<file path="src/rtl/pet_input_conditioner.sv">
// Input front end: synchronises and debounces five buttons and a touch pad, then
// derives edge pulses, touch-gesture classification and the inactivity "expecting" level.
module pet_input_conditioner #(
    parameter int unsigned TICK_DIV       = 100000,
    parameter int unsigned DEB_MS         = 20,
    parameter int unsigned TAP_MS         = 300,
    parameter int unsigned PET_MS         = 1500,
    parameter int unsigned EXP_IDLE_MS    = 8000,
    parameter int unsigned EXP_TIMEOUT_MS = 5000
) (
    input  logic clk,
    input  logic rst,
    input  logic btn_c_raw,
    input  logic btn_u_raw,
    input  logic btn_d_raw,
    input  logic btn_l_raw,
    input  logic btn_r_raw,
    input  logic touch_raw,
    output logic pressed,
    output logic up,
    output logic down,
    output logic left,
    output logic right,
    output logic touched,
    output logic petting,
    output logic expecting,
    output logic awaking,
    output logic go
);

    localparam int unsigned TW = (TICK_DIV > 1) ? $clog2(TICK_DIV) : 1;

    typedef enum logic [1:0] {T_IDLE, T_HOLD, T_PET} t_state_t;
    typedef enum logic {E_WAIT, E_ACTIVE} e_state_t;

    function automatic logic [15:0] sat_inc(input logic [15:0] v);
        return (v == 16'hFFFF) ? v : v + 16'd1;
    endfunction

    logic [TW-1:0] div_cnt;
    logic          tick;

    assign tick = (div_cnt == TW'(TICK_DIV - 1));

    always_ff @(posedge clk) begin
        if (rst || tick) div_cnt <= '0;
        else             div_cnt <= div_cnt + 1'b1;
    end

    // Bit order: 0=c, 1=u, 2=d, 3=l, 4=r, 5=touch
    logic [5:0]  raw, sync1, sync2, stable, stable_d, rise;
    logic [15:0] deb_cnt [6];
    logic        touch_fall;

    assign raw        = {touch_raw, btn_r_raw, btn_l_raw, btn_d_raw, btn_u_raw, btn_c_raw};
    assign rise       = stable & ~stable_d;
    assign touch_fall = ~stable[5] & stable_d[5];
    assign touched    = stable[5];

    always_ff @(posedge clk) begin
        if (rst) begin
            sync1    <= '0;
            sync2    <= '0;
            stable   <= '0;
            stable_d <= '0;
            for (int unsigned i = 0; i < 6; i++) deb_cnt[i] <= '0;
        end else begin
            sync1    <= raw;
            sync2    <= sync1;
            stable_d <= stable;
            for (int unsigned i = 0; i < 6; i++) begin
                if (sync2[i] == stable[i]) begin
                    deb_cnt[i] <= '0;
                end else if (tick) begin
                    if (sat_inc(deb_cnt[i]) == 16'(DEB_MS)) begin
                        stable[i]  <= ~stable[i];
                        deb_cnt[i] <= '0;
                    end else begin
                        deb_cnt[i] <= sat_inc(deb_cnt[i]);
                    end
                end
            end
        end
    end

    always_ff @(posedge clk) begin
        if (rst) begin
            {right, left, down, up, pressed} <= '0;
            awaking                          <= 1'b0;
        end else begin
            {right, left, down, up, pressed} <= rise[4:0];
            awaking                          <= |rise;
        end
    end

    t_state_t    t_state, t_state_n;
    logic [15:0] hold_cnt, hold_cnt_n;
    logic        go_n;

    // A falling touch is checked before the tick so a release always beats the pet match.
    always_comb begin
        t_state_n  = t_state;
        hold_cnt_n = hold_cnt;
        go_n       = 1'b0;
        case (t_state)
            T_IDLE: begin
                if (rise[5]) begin
                    t_state_n  = T_HOLD;
                    hold_cnt_n = '0;
                end
            end
            T_HOLD: begin
                if (touch_fall) begin
                    t_state_n = T_IDLE;
                    go_n      = (hold_cnt < 16'(TAP_MS));
                end else if (tick) begin
                    hold_cnt_n = sat_inc(hold_cnt);
                    if (hold_cnt_n == 16'(PET_MS)) t_state_n = T_PET;
                end
            end
            T_PET: begin
                if (touch_fall) t_state_n = T_IDLE;
            end
            default: t_state_n = T_IDLE;
        endcase
    end

    always_ff @(posedge clk) begin
        if (rst) begin
            t_state  <= T_IDLE;
            hold_cnt <= '0;
            go       <= 1'b0;
            petting  <= 1'b0;
        end else begin
            t_state  <= t_state_n;
            hold_cnt <= hold_cnt_n;
            go       <= go_n;
            petting  <= (t_state_n == T_PET);
        end
    end

    e_state_t    e_state, e_state_n;
    logic [15:0] e_cnt, e_cnt_n;
    logic        btn_pulse;

    assign btn_pulse = pressed | up | down | left | right;

    always_comb begin
        e_state_n = e_state;
        e_cnt_n   = e_cnt;
        case (e_state)
            E_WAIT: begin
                if (btn_pulse || touched) begin
                    e_cnt_n = '0;
                end else if (tick) begin
                    e_cnt_n = sat_inc(e_cnt);
                    if (e_cnt_n == 16'(EXP_IDLE_MS)) begin
                        e_state_n = E_ACTIVE;
                        e_cnt_n   = '0;
                    end
                end
            end
            E_ACTIVE: begin
                if (pressed) begin
                    e_state_n = E_WAIT;
                    e_cnt_n   = '0;
                end else if (touched) begin
                    e_cnt_n = '0;
                end else if (tick) begin
                    e_cnt_n = sat_inc(e_cnt);
                    if (e_cnt_n == 16'(EXP_TIMEOUT_MS)) begin
                        e_state_n = E_WAIT;
                        e_cnt_n   = '0;
                    end
                end
            end
            default: e_state_n = E_WAIT;
        endcase
    end

    always_ff @(posedge clk) begin
        if (rst) begin
            e_state   <= E_WAIT;
            e_cnt     <= '0;
            expecting <= 1'b0;
        end else begin
            e_state   <= e_state_n;
            e_cnt     <= e_cnt_n;
            expecting <= (e_state_n == E_ACTIVE);
        end
    end

endmodule

</file>
<file path="config.mk">
export PLATFORM = sky130hd
export DESIGN_NAME = pet_input_conditioner
export DESIGN_NICKNAME = d
export VERILOG_FILES = /design/src/rtl/pet_input_conditioner.sv
export SDC_FILE = /design/constraint.sdc
export NUM_CORES = 1
export LEC_CHECK = 0
export CORE_MARGIN = 3
export CORE_UTILIZATION = 57
export DETAILED_ROUTE_END_ITERATION = 8
export GPL_TIMING_DRIVEN = 0
export PLACE_DENSITY = 0.77
export SYNTH_ARGS = -nofsm -noshare
export SYNTH_HDL_FRONTEND = slang
export SYNTH_SLANG_ARGS = --single-unit
export TNS_END_PERCENT = 1
</file>
<file path="constraint.sdc">
create_clock -name clk -period 2.95 [get_ports clk]
set_input_delay 0.295 -clock clk [delete_from_list [all_inputs] [get_ports clk]]
set_output_delay 0.295 -clock clk [all_outputs]
set_load 0.02 [all_outputs]
</file>
# Yosys cells after proc, flatten, opt, wreduce, memory -nomap -nowiden
# Memories as Yosys holds them, arrays and structs flattened.
# Cells that the tools add are included.
dict set report classes {
  addsub 9
  magnitude_cmp 1
  bitwise_logic 40
  n_eq_ne 32
  reduce_logical 14
  n_mux 132
}
# op count
set op_table {}
lappend op_table {{16-bit 2-to-1 mux} 36}
lappend op_table {{16-bit by 1-bit adder with 16-bit output (second input constant)} 8}
lappend op_table {{16-bit == test (second input constant)} 8}
lappend op_table {{16-bit by 5-bit == test with 1-bit output (second input constant)} 6}
lappend op_table {{1-bit 2-to-1 mux} 87}
lappend op_table {{16-bit case mux with 2 select lines} 2}
lappend op_table {{16-bit by 13-bit == test with 1-bit output (second input constant)} 2}
lappend op_table {{1-bit bitwise OR} 22}
lappend op_table {{3-bit AND reduction} 6}
lappend op_table {{17-bit by 1-bit adder with 17-bit output (second input constant)} 1}
lappend op_table {{17-bit == test (second input constant)} 1}
lappend op_table {{16-bit by 11-bit == test with 1-bit output (second input constant)} 1}
lappend op_table {{16-bit by 9-bit less-than comparator with 1-bit output (second input constant)} 1}
lappend op_table {{1-bit NOT} 15}
lappend op_table {{2-bit 2-to-1 mux} 5}
lappend op_table {{6-bit bitwise AND} 1}
lappend op_table {{1-bit == test} 6}
lappend op_table {{2-bit != test (second input constant)} 3}
lappend op_table {{6-bit NOT} 1}
lappend op_table {{2-bit case mux with 3 select lines} 1}
lappend op_table {{6-bit OR reduction} 1}
lappend op_table {{2-bit == test (second input constant)} 2}
lappend op_table {{4-bit != test (second input constant)} 1}
lappend op_table {{4-bit AND reduction} 1}
lappend op_table {{other kinds (9)} 10}
dict set report totals {
  n_memories 1
  register_bits 84
  ram_bits 96
  in_bits 8
}
# name depth width read_ports rd_ports_with_merged_regs wr line_no
set mem_list {}
lappend mem_list {deb_cnt 6 16 6 0 6 52} ;# logic [15:0] deb_cnt [6];

# Longest topological paths before layout
dict set report logic_depth {
  word_depth 10
  ltp_mapped 11
}

# Worst setup path before layout
# OpenSTA, ideal clock, no wires.
dict set report synth_path {
  path_type {reg2reg}
  from {mem deb_cnt[3][4]}
  to {mem deb_cnt[3][11] (data pin)}
  path_stages_with_launch 11
  period_less_slack_ns 2.769
  setup_slack_ns 0.181
  setup_ns 0.270
  required_time_ns 2.680
  arrival_ns 2.499
  path_cell_list {edfxtp_1 -> clkbuf_2 -> and4_1 -> and4_1 -> inv_2 -> nor2_1 -> mux2_2 -> or4_1 -> nand3_1 -> buf_2 -> a21oi_1}
}
# item line_no
set synth_lines {}
lappend synth_lines {{from (decl)} 52}

# Worst setup path in the final report
dict set report layout_path {
  from {reg div_cnt[8]}
  to {reg petting}
}
dict set report layout_via {
  elab_chain_cells 5
}
# item line_no
set layout_rtl {}
lappend layout_rtl {{from (decl)} 40} ;# logic [TW-1:0] div_cnt;
lappend layout_rtl {{from (signal assigned)} 47} ;# else div_cnt <= div_cnt + 1'b1;
lappend layout_rtl {{17-bit == test} 43} ;# assign tick = (div_cnt == TW'(TICK_DIV - 1));
lappend layout_rtl {{2-bit 2-to-1 mux} 116} ;# end else if (tick) begin
lappend layout_rtl {{2-bit 2-to-1 mux} 113} ;# if (touch_fall) begin
lappend layout_rtl {{2-bit case mux with 3 select lines} 105} ;# case (t_state)
lappend layout_rtl {{2-bit == test} 138} ;# petting <= (t_state_n == T_PET);
lappend layout_rtl {{to (signal assigned)} 138}
lappend layout_rtl {{to (decl)} 25} ;# output logic petting,
# No other way between the ends.
# A chain may end at the register's enable or synchronous reset.

==> flow_metrics.tcl <==
set metrics [dict create \
    grt_pass1_vias 8135 \
    drt-pass1-iter-count 5 \
    fin_cells 1419 \
    io_pins 18 \
    skew_ns 0.0117 \
    worst_pin_slew_ns 0.724 \
    seqPwrFrac_pct 53.5 \
    dp_cells 1380 \
    yosysUniqueCellTypes 75 \
    clkPwrFrac_pct 43.5 \
    hold_viol 0 \
    max_slew_margin_pct 51.6 \
    start_kind "flip-flop" \
    synth_top_family_by_area "simple AND/OR/NAND/NOR gates" \
    vias 8716 \
    synthesis.instances 1138 \
    crit_fanout 6 \
    nets 1198 \
    register_area_mm2 0.00457 \
    finalPower_w 0.00508 \
    antennaDiodeCount 0 \
    rsz0062_at_grt "yes" \
    leakage_nw 3.94 \
    place_hpwl_mm 16.2 \
    wl_mm 23.5 \
    finalCoreUtilization_pct 66.2 \
    cts.clk_slew.worst_paths_ns 0.07 \
    synthSimpleGateAreaFrac_pct 25.6 \
    p_comb_share_pct 3.1 \
    final_cell_mix "a21oi_1 (113), nor2_1 (101), nand2_1 (96), edfxtp_1 (96), dfxtp_1 (83)" \
    io_buffers 17 \
    synth_compound_area_share_pct 14.3 \
    clock_tree.htree_level_count 4 \
    crit_path_end_kind "flip-flop" \
    fp.dieH_um 140 \
    cts_root_buffer "clkbuf_16" \
    syn2layout_area_growth_pct 12.3 \
    period_needed_ns 2.93 \
    core-area_mm2 0.0175 \
    ir_drop_v 0.000420 \
    hold_slack_ns 0.405 \
    p_switching_w 0.00119 \
    yosys_warnings 0 \
    ys.flop_type "edfxtp_1" \
    clock_latency_ns 0.44 \
    initial_core_util_pct 58.9 \
    max_cap_viol_count 0 \
    drive_above_1_share_pct 10.2 \
    fillers 1420 \
    p_per_area_mw_per_mm2 439 \
    power.internal_w 0.00389 \
    synthMuxAreaShare_pct 2.61 \
    die_width_um 140 \
    wire_per_inst_um 16.5 \
    r2r_slack_ns 0.02 \
    synthAdderAreaFrac_pct 1.09 \
    num_rows 48 \
    worstHoldStart "stable_d[3]" \
    arrival_ns 3.28 \
    setup.worst_path.start "div_cnt[8]" \
    netlist_area_mm2 0.0103 \
    cts_tree "built" \
    final_max_slew_viol_count 0 \
    dieArea_mm2 0.0197 \
    route.detailed.drc 0 \
    timing.rr.start "div_cnt[8]" \
    synth.avg_cell_area_um2 9.05 \
    cts_buffers 17 \
    setup_viol 0 \
    grt_first_pass_wirelength_mm 38.6 \
    hold_path.class "flip-flop to flip-flop" \
    max_freq_mhz 341 \
    finalCritPeriodShare_pct 99.5 \
    yosys_register_bits 180 \
    grt_use_total_pct 23.3 \
    crit_required_ns 3.29 \
    status "finished clean" \
    ant_nets 0 \
    ys_async_sr_fraction_pct 0 \
    final_common_cell "a21oi_1" \
    antenna_found_initial 0 \
    via_per_inst 6.14 \
    clock_sinks 180 \
    hold_buffers 0 \
    multi_input_area_mm2 0.00556 \
    synth_nets 1155 \
    grt_max_degree 18 \
    switching_share_pct 23.5 \
    synth_edf_count 96 \
    criticalPathCategory "flip-flop to flip-flop" \
    gr-total-overflow 0 \
    tns_ns 0 \
    first_iter_violations 622 \
    place.gp.congestion 0.926 \
    clock_path_buffers 2 \
    synthXorXnorAreaFrac_pct 8.67 \
    yosysSeqAreaShare_pct 44.3 \
]
## power groups by stage
stage / logic, W / clock network [W] / registers [W]
detailed placement: 0.000147 / 0 / 0.00277
floorplan: 0.000107 / 0 / 0.00276
CTS: 0.000150 / 0.00224 / 0.00271
global route: 0.000172 / 0.00234 / 0.00272
global placement: 0.000145 / 0 / 0.00277
finish: 0.000156 / 0.00221 / 0.00272
## state kept, by name (all words and copies together), names as in the netlist, 2 cells and up
register	count
hold_cnt	16
deb_cnt	96
sync1	6
stable_d	6
sync2	6
stable	6
div_cnt	17
e_cnt	16
t_state	2
## logic make-up after synthesis
group | after synthesis
buffers and inverters | 82
XOR/XNOR | 102
adder cells (fa/ha/maj) | 9
AO/OA/AOI/OAI | 236
flip-flops | 180
multiplexers | 26
AND/OR/NAND/NOR | 503
## final timing paths
path	end	depth (start not counted)
worst max-delay path	petting	7
worst min-delay path	left	1
worst max register to register	petting	7
worst min register to register	left	1
## area by class of cell
type	count	share of cell area [%]
Multi-Input combinational cell	876	48.1
Clock inverter	14	0.995
Tap cell	225	2.43
Sequential cell	180	39.5
Clock buffer	18	3.89
Buffer	51	2.14
Inverter	29	0.941
Timing Repair Buffer	26	2.05
## per-layer routing
layer	vias to the layer above	GRT usage [%]	wire, µm
met2	215	39.3	11300
met3	36	4.17	1010
li1	4328	-	-
met1	4137	31.1	10800
met4	0	6.27	340
met5	-	0	0
## critical path, cell delays in order, from the launching register on
cell and delay, ns:
dfxtp_1 0.35, or4_1 0.51, nor2_1 0.12, nand4_1 0.36, or4_1 0.64, nor4_1 0.33
nand4_1 0.19, a211oi_1 0.34
## per-stage QoR
step	area, µm²	setup slack, ns
after floorplan	10300	0.181
after global placement	10800	-0.272
final	11600	0.0156
after CTS	11400	-0.133
after global routing	11600	-0.0708
after detailed placement	10800	-0.351
## Yosys cell counts, types with 15 or more instances
cell type	number	area, µm²
clkbuf_1	34	128
inv_1	28	105
nand2_1	96	360
xnor2_1	55	482
a21oi_1	113	566
o21ai_0	25	125
nand4_1	34	213
or3_1	15	93.8
edfxtp_1	96	2880
nor2b_1	24	150
and4_1	16	140
dfxtp_1	84	1680
nor3_1	44	220
xor2_1	47	412
nand3_1	70	350
nor4_1	24	150
and3_1	28	175
nor2_1	106	398
mux2i_1	19	190
## what timing repair did
item                                    4_1_cts  5_1_grt
buffers inserted                              2        7
pin swaps                                     1        5
endpoints found under the hold margin         0        0
endpoints found under the setup margin      170      140
gates resized for setup                      10       43
(Power assumes the default switching activity.)
